[src/rtl/id_inst_queue.sv]
// Instruction queue between IF and ID: buffers {addr, inst} pairs and flushes on a taken branch.
// Define ID_QUEUE_BYPASS_EN to let an empty queue pass IF straight through to ID in the same cycle.
module id_inst_queue #(
    parameter int ADDR_W     = 32,
    parameter int INST_W     = 32,
    parameter int DEPTH      = 4,
    parameter int DELAY_SLOT = 1
) (
    input  logic                       clk,
    input  logic                       rst,
    input  logic                       if_valid,
    input  logic [ADDR_W-1:0]          if_addr,
    input  logic [INST_W-1:0]          if_inst,
    output logic                       if_ready,
    output logic                       id_valid,
    output logic [ADDR_W-1:0]          id_addr,
    output logic [INST_W-1:0]          id_inst,
    input  logic                       id_ready,
    input  logic                       flush,
    output logic [$clog2(DEPTH+1)-1:0] count
);

    localparam int PTR_W = $clog2(DEPTH);
    localparam int CNT_W = $clog2(DEPTH+1);
    localparam int ENT_W = ADDR_W + INST_W;

    logic [ENT_W-1:0] mem [DEPTH];

    logic [PTR_W-1:0] wr_ptr, rd_ptr;
    logic [PTR_W-1:0] wr_ptr_nxt, rd_ptr_nxt, rd_adv;
    logic [CNT_W-1:0] count_q, count_nxt, survivors;
    logic             push, pop, q_pop, byp_pop, store, mem_we, bypass;
    logic [ENT_W-1:0] head;

`ifdef ID_QUEUE_BYPASS_EN
    // Gated by rst so outputs still reach their reset values asynchronously.
    assign bypass = rst & if_valid & (count_q == '0);
`else
    assign bypass = 1'b0;
`endif

    // if_ready depends only on registered state, so a full queue never accepts
    // a push even when ID pops in the same cycle.
    assign if_ready = (count_q < CNT_W'(DEPTH));
    assign id_valid = (count_q != '0) | bypass;
    assign push     = if_valid & if_ready;
    assign pop      = id_valid & id_ready;
    assign byp_pop  = pop & bypass;
    assign q_pop    = pop & ~bypass;
    assign store    = push & ~byp_pop;

    assign head    = bypass ? {if_addr, if_inst} : mem[rd_ptr];
    assign id_addr = id_valid ? head[ENT_W-1:INST_W] : '0;
    assign id_inst = id_valid ? head[INST_W-1:0]     : '0;
    assign count   = count_q;

    assign rd_adv    = q_pop ? rd_ptr + PTR_W'(1) : rd_ptr;
    assign survivors = count_q - CNT_W'(q_pop);

    // Flush acts on what is left after this cycle's pop. With a delay slot the
    // oldest survivor is kept; failing that, the same-cycle push becomes the slot.
    always_comb begin
        rd_ptr_nxt = rd_ptr;
        wr_ptr_nxt = wr_ptr;
        count_nxt  = count_q;
        mem_we     = 1'b0;
        if (flush) begin
            if (DELAY_SLOT != 0 && survivors != '0) begin
                rd_ptr_nxt = rd_adv;
                wr_ptr_nxt = rd_adv + PTR_W'(1);
                count_nxt  = CNT_W'(1);
            end else if (DELAY_SLOT != 0 && store) begin
                mem_we     = 1'b1;
                rd_ptr_nxt = wr_ptr;
                wr_ptr_nxt = wr_ptr + PTR_W'(1);
                count_nxt  = CNT_W'(1);
            end else begin
                rd_ptr_nxt = wr_ptr;
                count_nxt  = '0;
            end
        end else begin
            mem_we     = store;
            rd_ptr_nxt = rd_adv;
            if (store) begin
                wr_ptr_nxt = wr_ptr + PTR_W'(1);
            end
            count_nxt = count_q + CNT_W'(store) - CNT_W'(q_pop);
        end
    end

    always_ff @(posedge clk or negedge rst) begin
        if (!rst) begin
            wr_ptr  <= '0;
            rd_ptr  <= '0;
            count_q <= '0;
        end else begin
            wr_ptr  <= wr_ptr_nxt;
            rd_ptr  <= rd_ptr_nxt;
            count_q <= count_nxt;
        end
    end

    // Storage is deliberately left out of reset; count gates every read.
    always_ff @(posedge clk) begin
        if (mem_we) begin
            mem[wr_ptr] <= {if_addr, if_inst};
        end
    end

endmodule
[config.mk]
export PLATFORM = sky130hd
export DESIGN_NAME = id_inst_queue
export DESIGN_NICKNAME = d
export VERILOG_FILES = /design/src/rtl/id_inst_queue.sv
export SDC_FILE = /design/constraint.sdc
export NUM_CORES = 1
export LEC_CHECK = 0
export ABC_CLOCK_PERIOD_IN_PS = 6200
export CAP_MARGIN = 20
export CORE_MARGIN = 10
export CORE_UTILIZATION = 49
export CTS_CLUSTER_DIAMETER = 60
export DETAILED_ROUTE_END_ITERATION = 8
export PLACE_DENSITY = 0.84
export SKIP_LAST_GASP = 1
export SLEW_MARGIN = 20
export SYNTH_ARGS = -nofsm -noshare
export SYNTH_HDL_FRONTEND = slang
export SYNTH_SLANG_ARGS = --single-unit
[constraint.sdc]
create_clock -name clk -period 6.2 [get_ports clk]
set_input_delay 0.62 -clock clk [delete_from_list [all_inputs] [get_ports clk]]
set_output_delay 0.62 -clock clk [all_outputs]
set_load 0.01 [all_outputs]
# Yosys cells after proc, flatten, opt, wreduce, memory -nomap -nowiden
# Memory sizes are Yosys's and may differ from the RTL's.
# Cells that the tools add are included.
# op_classes
n_addsub	6
order_cmp	1
n_mux	16
bitwise	2
n_reduce_logical	2
# ops
op	count
32-bit two-way mux	2
2-bit two-way mux	6
2-bit by 1-bit adder with 2-bit output, second input constant	3
1-bit two-way mux	6
3-bit two-way mux	2
3-bit nonzero test	2
3-bit by 1-bit subtractor with 3-bit output	2
3-bit by 1-bit adder with 3-bit output	1
3-bit < comparator, second input constant	1
1-bit AND	2
# word_totals
regBits	7
ram_bits	256
in_bits	69
out_inout_bits	69
elab_cells	31
mem_count	1
# mem_list
name	words	width	read_ports	rd_ports_with_merged_regs	wr	line	source
mem	4	64	1	0	1	27	logic [ENT_W-1:0] mem [DEPTH];

# Longest topological paths before layout
# Gate-level depths: netlist of the first run.
# logic_depth
ltp_word	8
ltp_mapped	9
depth_no_buf	8

# Least setup slack after synthesis of the first run
# No wires, ideal clock.
# synth_path
kind	in2reg
start	input port id_ready
end	memory mem[0][0] (netlist bit), enable pin
t_arrival_ns	5.570
required_time_ns	5.622
slack_ns	0.052
path_stages	3
path_buffers	0
cell_sequence	nor2b_1 > o21a_1 > nor3b_1
# synth_between
elab_chain_cells	7
# synth_lines
element	line	source
start, declared	18	input logic id_ready,
1-bit AND	47	assign pop = id_valid & id_ready;
3-bit by 1-bit subtractor with 3-bit output	58	assign survivors = count_q - CNT_W'(q_pop);
3-bit nonzero test	68	if (DELAY_SLOT != 0 && survivors != '0) begin
1-bit two-way mux	68	
1-bit two-way mux	67	if (flush) begin
1-bit two-way mux	105	if (mem_we) begin
1-bit two-way mux (not written as such)	106	mem[wr_ptr] <= {if_addr, if_inst};
end, declared	27	
# No other way between the ends.

# Final worst setup path of the first run
# layout_path
start	register rd_ptr[0]
end	output port id_addr[24]
# layout_between
elab_chain_cells	2
# layout_lines
element	line	source
start, declared	29	logic [PTR_W-1:0] wr_ptr, rd_ptr;
start signal, assigned	98	rd_ptr <= rd_ptr_nxt;
memory 4 x 64 bit	n/a	
32-bit two-way mux	53	assign id_addr = id_valid ? head[ENT_W-1:INST_W] : '0;
end, declared	16	output logic [ADDR_W-1:0] id_addr,
# No other way between the ends.

==> results of run 1 <==
[cell usage after synthesis (2+ instances only)]
| cell type | number |
|---|---|
| nor2b_1 | 2 |
| ha_1 | 5 |
| xnor2_1 | 5 |
| inv_1 | 4 |
| nor3b_1 | 4 |
| nor2_1 | 4 |
| edfxtp_1 | 256 |
| mux4_2 | 64 |
| dfrtp_1 | 7 |
| and2_1 | 64 |
| xor2_1 | 2 |
| clkbuf_1 | 10 |
| mux2i_1 | 4 |
| buf_12 | 3 |
| buf_2 | 8 |
[stage by stage]
stage	total power [mW]	hold slack, ps	setup slack [ps]	utilization
2_1_floorplan	3.709	324.4	52.20	-
3_3_place_gp	4.581	574.8	2706	0.5810
3_5_place_dp	4.640	617.4	2686	0.5810
4_1_cts	6.219	359.7	2133	0.6238
5_1_grt	6.428	374.0	1999	0.6240
6_report	6.114	373.4	2278	0.6240
[routing by layer]
layer  vias to the layer above  routed length, um
li1                       2143                  -
met2                       154              10300
met1                      2549               7941
met3                        27               1434
met4                         0                258
met5                         -                  0
[layout by cell type (no fill, tap or decap), types with 2 or more instances in the layout]
cell type        count
clkbuf_1             6
dfrtp_1              5
mux4_2              64
bufinv_16            3
inv_1                4
nor2_1               4
clkdlybuf4s50_1    137
nor2b_1              2
clkinv_2             5
clkinv_1             3
buf_4                7
clkbuf_16           27
xnor2_1              5
nor3b_2              4
ha_1                 5
mux2i_1              4
and2_1              64
clkbuf_8             3
edfxtp_1           256
xor2_1               2
dfrtp_4              2
[worst paths after layout]
check / slack, ps / cells past startpoint / from / end
worst max-delay path: 2280 / 4 / rd_ptr[0] / id_addr[24]
worst min-delay path: 370 / 1 / rst / count[2]
worst max register to register: 3870 / 4 / count[0] / mem[1][51]
worst min register to register: 640 / 1 / wr_ptr[0] / rd_ptr[0]
max in group asynchronous: 5550 / 1 / rst / rd_ptr[0]
min in group clk: 640 / 1 / wr_ptr[0] / rd_ptr[0]
[registers in the layout, indices dropped and copies added, names as in the netlist]
register  cells
count         3
mem         256
rd_ptr        2
wr_ptr        2
[kinds of logic after synthesis]
| logic type | after synthesis | share of synthesized area |
|---|---|---|
| multiplexers | 69 | 0.1463 |
| AND/OR/NAND/NOR | 77 | 0.04720 |
| buffers and inverters | 27 | 0.01753 |
| AO/OA/AOI/OAI | 5 | 0.004415 |
| flip-flops | 263 | 0.7705 |
| XOR/XNOR | 7 | 0.006008 |
| adder cells (fa/ha/maj) | 6 | 0.008092 |
[layout make-up]
type | count | area [um^2] | share of cell area
well taps | 270 | 337.8 | 0.02659
flip-flops and latches | 263 | 7870 | 0.6193
clock buffers | 36 | 739.5 | 0.05819
clock inverters | 12 | 132.6 | 0.01044
repair buffers | 144 | 1424 | 0.1121
inverters | 4 | 15.01 | 0.001182
multi-input cells | 164 | 2188 | 0.1722
[power by group through the flow]
stage	sequential, mW	clock, mW	combinational, mW
2_1_floorplan	2.39	0	1.31
3_3_place_gp	2.55	0	2.03
3_5_place_dp	2.58	0	2.06
4_1_cts	2.54	1.61	2.08
5_1_grt	2.57	1.67	2.18
6_report	2.52	1.56	2.03
[critical path, delay by kind of cell, from the launching register on]
kind                   cells  cell delay, ps
multiplexers               1             540
flip-flops                 1            1030
buffers and inverters      2            1010
AND/OR/NAND/NOR            1             190
==> impl_metrics.env, run 1 <==
export IMPL_post_synth_cell_area_avg_um2=22.48
export IMPL_mappedNetlistNets=529
export IMPL_setup_tns_final_ps=0
export IMPL_finalNetCount=678
export IMPL_final_cell_area_um2=12710
export IMPL_post_synth_top_area_fraction=0.7533
export IMPL_gp_congestion=0.7530
export IMPL_first_drt_pass_iteration_count=4
export IMPL_top_usage_layer="met2"
export IMPL_synth_seq_cells=263
export IMPL_wl_per_cell_um=22.32
export IMPL_floorplan_die_area_um2=27000
export IMPL_met2_usage=0.2488
export IMPL_synthesis_yosys_warnings=0
export IMPL_flow_area_growth_from_synthesis_pct=24.52
export IMPL_swShare=0.2754
export IMPL_synthesis_instances=454
export IMPL_post_synth_main_area_contributors="edfxtp_1 75%, mux4_2 14%, and2_1 3.9%, dfrtp_1 1.7%, ha_1 0.61%"
export IMPL_use_met1=0.1858
export IMPL_critPathArrivalTime_ps=3300
export IMPL_design_core_area_um2=20360
export IMPL_period_needed_ps=3922
export IMPL_grt_setup_unrepaired="false"
export IMPL_globalRouteMet3Util=0.03630
export IMPL_chip_width_um=164.3
export IMPL_avgViaCountPerCell=5.457
export IMPL_start_kind="flop"
export IMPL_max_cap_viol_count=0
export IMPL_tritoncts_clock_tree="built"
export IMPL_postSynth_topFlopCell="edfxtp_1"
export IMPL_worst_setup_path_end_kind="primary output"
export IMPL_htree_levels=1
export IMPL_grt_first_pass_wirelength_mm=30.80
export IMPL_worst_clock_skew_ps=9.834
export IMPL_worst_slew_pin_slew_ps=996.6
export IMPL_die_y_um=164.3
export IMPL_synth_lib_cells_used_distinct=27
export IMPL_grt_antenna_before_repair=0
export IMPL_synth_cell_area_um2=10200
export IMPL_drtAntennaViolNets=0
export IMPL_start_util=0.5011
export IMPL_grtUsageTotal=0.1461
export IMPL_num_fill_cells=1370
export IMPL_share_seq_of_total_power=0.413
export IMPL_final_hold_violation_count=0
export IMPL_synth_area_leader_cell="edfxtp_1"
export IMPL_first_global_vias=5545
export IMPL_share_clk_of_total_power=0.256
export IMPL_final_wl_mm=19.93
export IMPL_ios=138
export IMPL_fraction_of_power_consumed_by_combinational_cells=0.332
export IMPL_power_internal_mw=4.431
export IMPL_place_hpwl_mm=11.96
export IMPL_clk_path_buf_depth=3
export IMPL_slew_headroom=0.3356
export IMPL_dpl_cell_count=845
export IMPL_vias=4873
export IMPL_clk_transition_reported_paths_ps=60
export IMPL_post_cts_setup_buffer_count=0
export IMPL_cts_num_sinks=263
export IMPL_placed_cell_area_um2=11830
export IMPL_maxSlewViolCount=0
export IMPL_detail_route_drc_violations=0
export IMPL_delay_of_the_slowest_cell_on_the_worst_path_ps=1030
export IMPL_switchingPower_mw=1.684
export IMPL_power_leakage_nw=4.137
export IMPL_required_arrival_time_at_the_worst_endpoint_ps=5580
export IMPL_global_route_overflow_total=0
export IMPL_ir_drop_mv=0.4671
export IMPL_power_density_nw_per_um2=481.2
export IMPL_worstPathMaxFanout=47
export IMPL_cts_hold_repair_buffers=0
export IMPL_asyncSetResetFlopFracSynth=0.02662
export IMPL_clock_latency_ps=510
export IMPL_cts_resized=0
export IMPL_crit_path_cells="buf_4 > mux4_2 > and2_1 > clkdlybuf4s50_1"
export IMPL_timing_setup_critical_path_class="reg -> out"
export IMPL_rows=52
export IMPL_period_share=0.6326
export IMPL_grt_start_max_net_pins=67
export IMPL_status="complete, no violations"
export IMPL_fmax_mhz=255.0
export IMPL_detailedRoute_firstIterationViolations=337
export IMPL_slowest_stage="dfrtp_4"
export IMPL_synth_edff_count=256
export IMPL_clk_root_buffer_cell="clkbuf_16"
export IMPL_layout_drive_gt1_share=0.1910
export IMPL_setup_viol_count_final=0
export IMPL_post_layout_nonfiller_instances=893
export IMPL_numCtsBuffers=26
export IMPL_port_buffer_count=137
export IMPL_diodes=0
export IMPL_hold_path_class="in -> async"
export IMPL_seq_area_frac_synth=0.7705
No activity file was read; power rests on OpenSTA's default activity.
==> run 2: changes to the inputs <==
ABC_CLOCK_PERIOD_IN_PS = 3540   (was 6200)
clock period = 3.54 ns   (was 6.2 ns; I/O delays follow)
==> impl_metrics.env, run 2 (synthesized netlist as in run 1, its figures left out) <==
export IMPL_cts_resized=0
export IMPL_design_core_area_um2=20360
export IMPL_port_buffer_count=137
export IMPL_worstReg2RegStart="count[0]"
export IMPL_required_arrival_time_at_the_worst_endpoint_ps=3190
export IMPL_timing_setup_critical_path_class="reg -> out"
export IMPL_detailedRoute_firstIterationViolations=381
export IMPL_wl_per_cell_um=22.37
export IMPL_share_clk_of_total_power=0.256
export IMPL_slew_headroom=0.4954
export IMPL_gp_congestion=0.7467
export IMPL_slowest_stage="dfrtp_4"
export IMPL_power_leakage_nw=4.177
export IMPL_critPathArrivalTime_ps=2840
export IMPL_first_drt_pass_iteration_count=4
export IMPL_critical_path_buf_inv_count=2
export IMPL_grt_antenna_before_repair=1
export IMPL_start_util=0.5011
export IMPL_setup_viol_count_final=0
export IMPL_numCtsBuffers=26
export IMPL_place_hpwl_mm=12.37
export IMPL_crit_path_cells="buf_4 > mux4_2 > and2_1 > clkdlybuf4s50_1"
export IMPL_fraction_of_power_consumed_by_combinational_cells=0.352
export IMPL_die_y_um=164.3
export IMPL_clk_transition_reported_paths_ps=60
export IMPL_worst_clock_skew_ps=11.49
export IMPL_detail_route_drc_violations=0
export IMPL_status="complete, no violations"
export IMPL_largest_register_ff_count=256
export IMPL_power_internal_mw=7.865
export IMPL_timing_reg2reg_setup_slack_ps=1280
export IMPL_clk_path_buf_depth=3
export IMPL_worstPathMaxFanout=23
export IMPL_avgViaCountPerCell=5.462
export IMPL_global_route_overflow_total=0
export IMPL_maxSlewViolCount=0
export IMPL_num_fill_cells=1334
export IMPL_grt_start_max_net_pins=66
export IMPL_max_cap_viol_count=0
export IMPL_chip_width_um=164.3
export IMPL_post_cts_setup_buffer_count=0
export IMPL_worst_setup_path_end_kind="primary output"
export IMPL_critical_path_depth=4
export IMPL_switchingPower_mw=3.008
export IMPL_grt_setup_unrepaired="false"
export IMPL_grtUsageTotal=0.1485
export IMPL_delay_of_the_slowest_cell_on_the_worst_path_ps=730
export IMPL_flow_area_growth_from_synthesis_pct=25.58
export IMPL_clk_root_buffer_cell="clkbuf_16"
export IMPL_top_register="mem"
export IMPL_ios=138
export IMPL_worst_slew_pin_slew_ps=757.0
export IMPL_timing_critical_path_from="rd_ptr[0]"
export IMPL_share_seq_of_total_power=0.393
export IMPL_finalNetCount=684
export IMPL_place_worst_setup_slack_ps=751.4
export IMPL_hold_path_class="in -> async"
export IMPL_start_kind="flop"
export IMPL_total_power_mw=10.87
export IMPL_worst_r2r_endpoint="mem[3][6]"
export IMPL_mostFrequentLayoutCell="edfxtp_1"
export IMPL_final_hold_violation_count=0
export IMPL_ir_drop_mv=0.5629
export IMPL_clock_latency_ps=520
export IMPL_htree_levels=1
export IMPL_drtAntennaViolNets=0
export IMPL_worst_r2r_path_depth=4
export IMPL_layout_cells_most_common_list="256 x edfxtp_1, 137 x clkdlybuf4s50_1, 64 x mux4_2, 64 x and2_1, 26 x clkbuf_16"
export IMPL_tritoncts_clock_tree="built"
export IMPL_vias=4899
export IMPL_fmax_mhz=313.3
export IMPL_period_needed_ps=3192
export IMPL_swShare=0.2767
export IMPL_cts_hold_repair_buffers=0
export IMPL_rows=52
export IMPL_final_critical_path_setup_slack_ps=348.3
export IMPL_grt_first_pass_wirelength_mm=31.28
export IMPL_critical_path_top_delay_family="buffers and inverters"
export IMPL_diodes=0
export IMPL_final_wl_mm=20.06
export IMPL_period_share=0.9016
export IMPL_worst_setup_path_endpoint="id_addr[6]"
export IMPL_layout_drive_gt1_share=0.1914
export IMPL_cts_num_sinks=263
export IMPL_first_global_vias=5466
export IMPL_power_density_nw_per_um2=848.5
export IMPL_floorplan_die_area_um2=27000
## run 2: changes by cell type in the layout (fill, tap and decap cells not counted), sizes merged
cell and change:
clkbuf -6, buf +6, inv -1, bufinv +2, clkinv +3
## run 2: cell type report
cell class / instances / area, um^2 / share of cell area
Sequential cell: 263 / 7870 / 0.6141
Multi-Input combinational cell: 164 / 2213 / 0.1727
Timing Repair Buffer: 150 / 1506 / 0.1176
Clock buffer: 30 / 665.6 / 0.05194
Tap cell: 270 / 337.8 / 0.02636
Clock inverter: 16 / 206.4 / 0.01611
Inverter: 4 / 15.01 / 0.001172
## run 2: how the worst min path moves through the flow
stage / slack (ps) / start / endpoint / cells past startpoint
5_1_grt: 110 / rst / count[1] / 1
3_3_place_gp: 600 / wr_ptr[0] / rd_ptr[0] / 1
2_1_floorplan: 60 / rst / count[0] / 0
4_1_cts: 100 / rst / count[2] / 1
6_report: 100 / rst / count[2] / 1
3_5_place_dp: 640 / wr_ptr[1] / rd_ptr[1] / 2
## run 2: stage by stage
stage	setup TNS [ps]	utilization	cells	area (um^2)	hold slack (ps)
floorplan	-82830	-	454	10220	58.41
global placement	0	0.5863	851	11940	598.5
detailed placement	0	0.5863	851	11940	635.8
CTS	0	0.6291	897	12810	96.30
global route	0	0.6293	897	12810	107.5
finish	0	0.6293	897	12810	98.25
## run 2: metal layers
layer	up-vias	track usage	wire, um
li1	2151	-	-
met1	2570	0.1901	8185
met2	152	0.2505	10140
met3	24	0.03955	1472
met4	2	0.03087	244
met5	-	0	20
## run 2: power by group through the flow
stage | combinational [mW] | sequential (mW) | clock (mW)
after floorplan | 2.31 | 4.15 | 0
after global placement | 3.84 | 4.31 | 0
after detailed placement | 3.91 | 4.35 | 0
after CTS | 3.94 | 4.29 | 2.85
after global routing | 4.12 | 4.33 | 2.98
final | 3.82 | 4.27 | 2.78
## run 2: worst reg2reg max path, cell delays in order, from the launching register on
cell	delay (ps)
dfrtp_1	450
nor2b_1	190
o21a_1	320
nor3b_4	260
buf_4	640
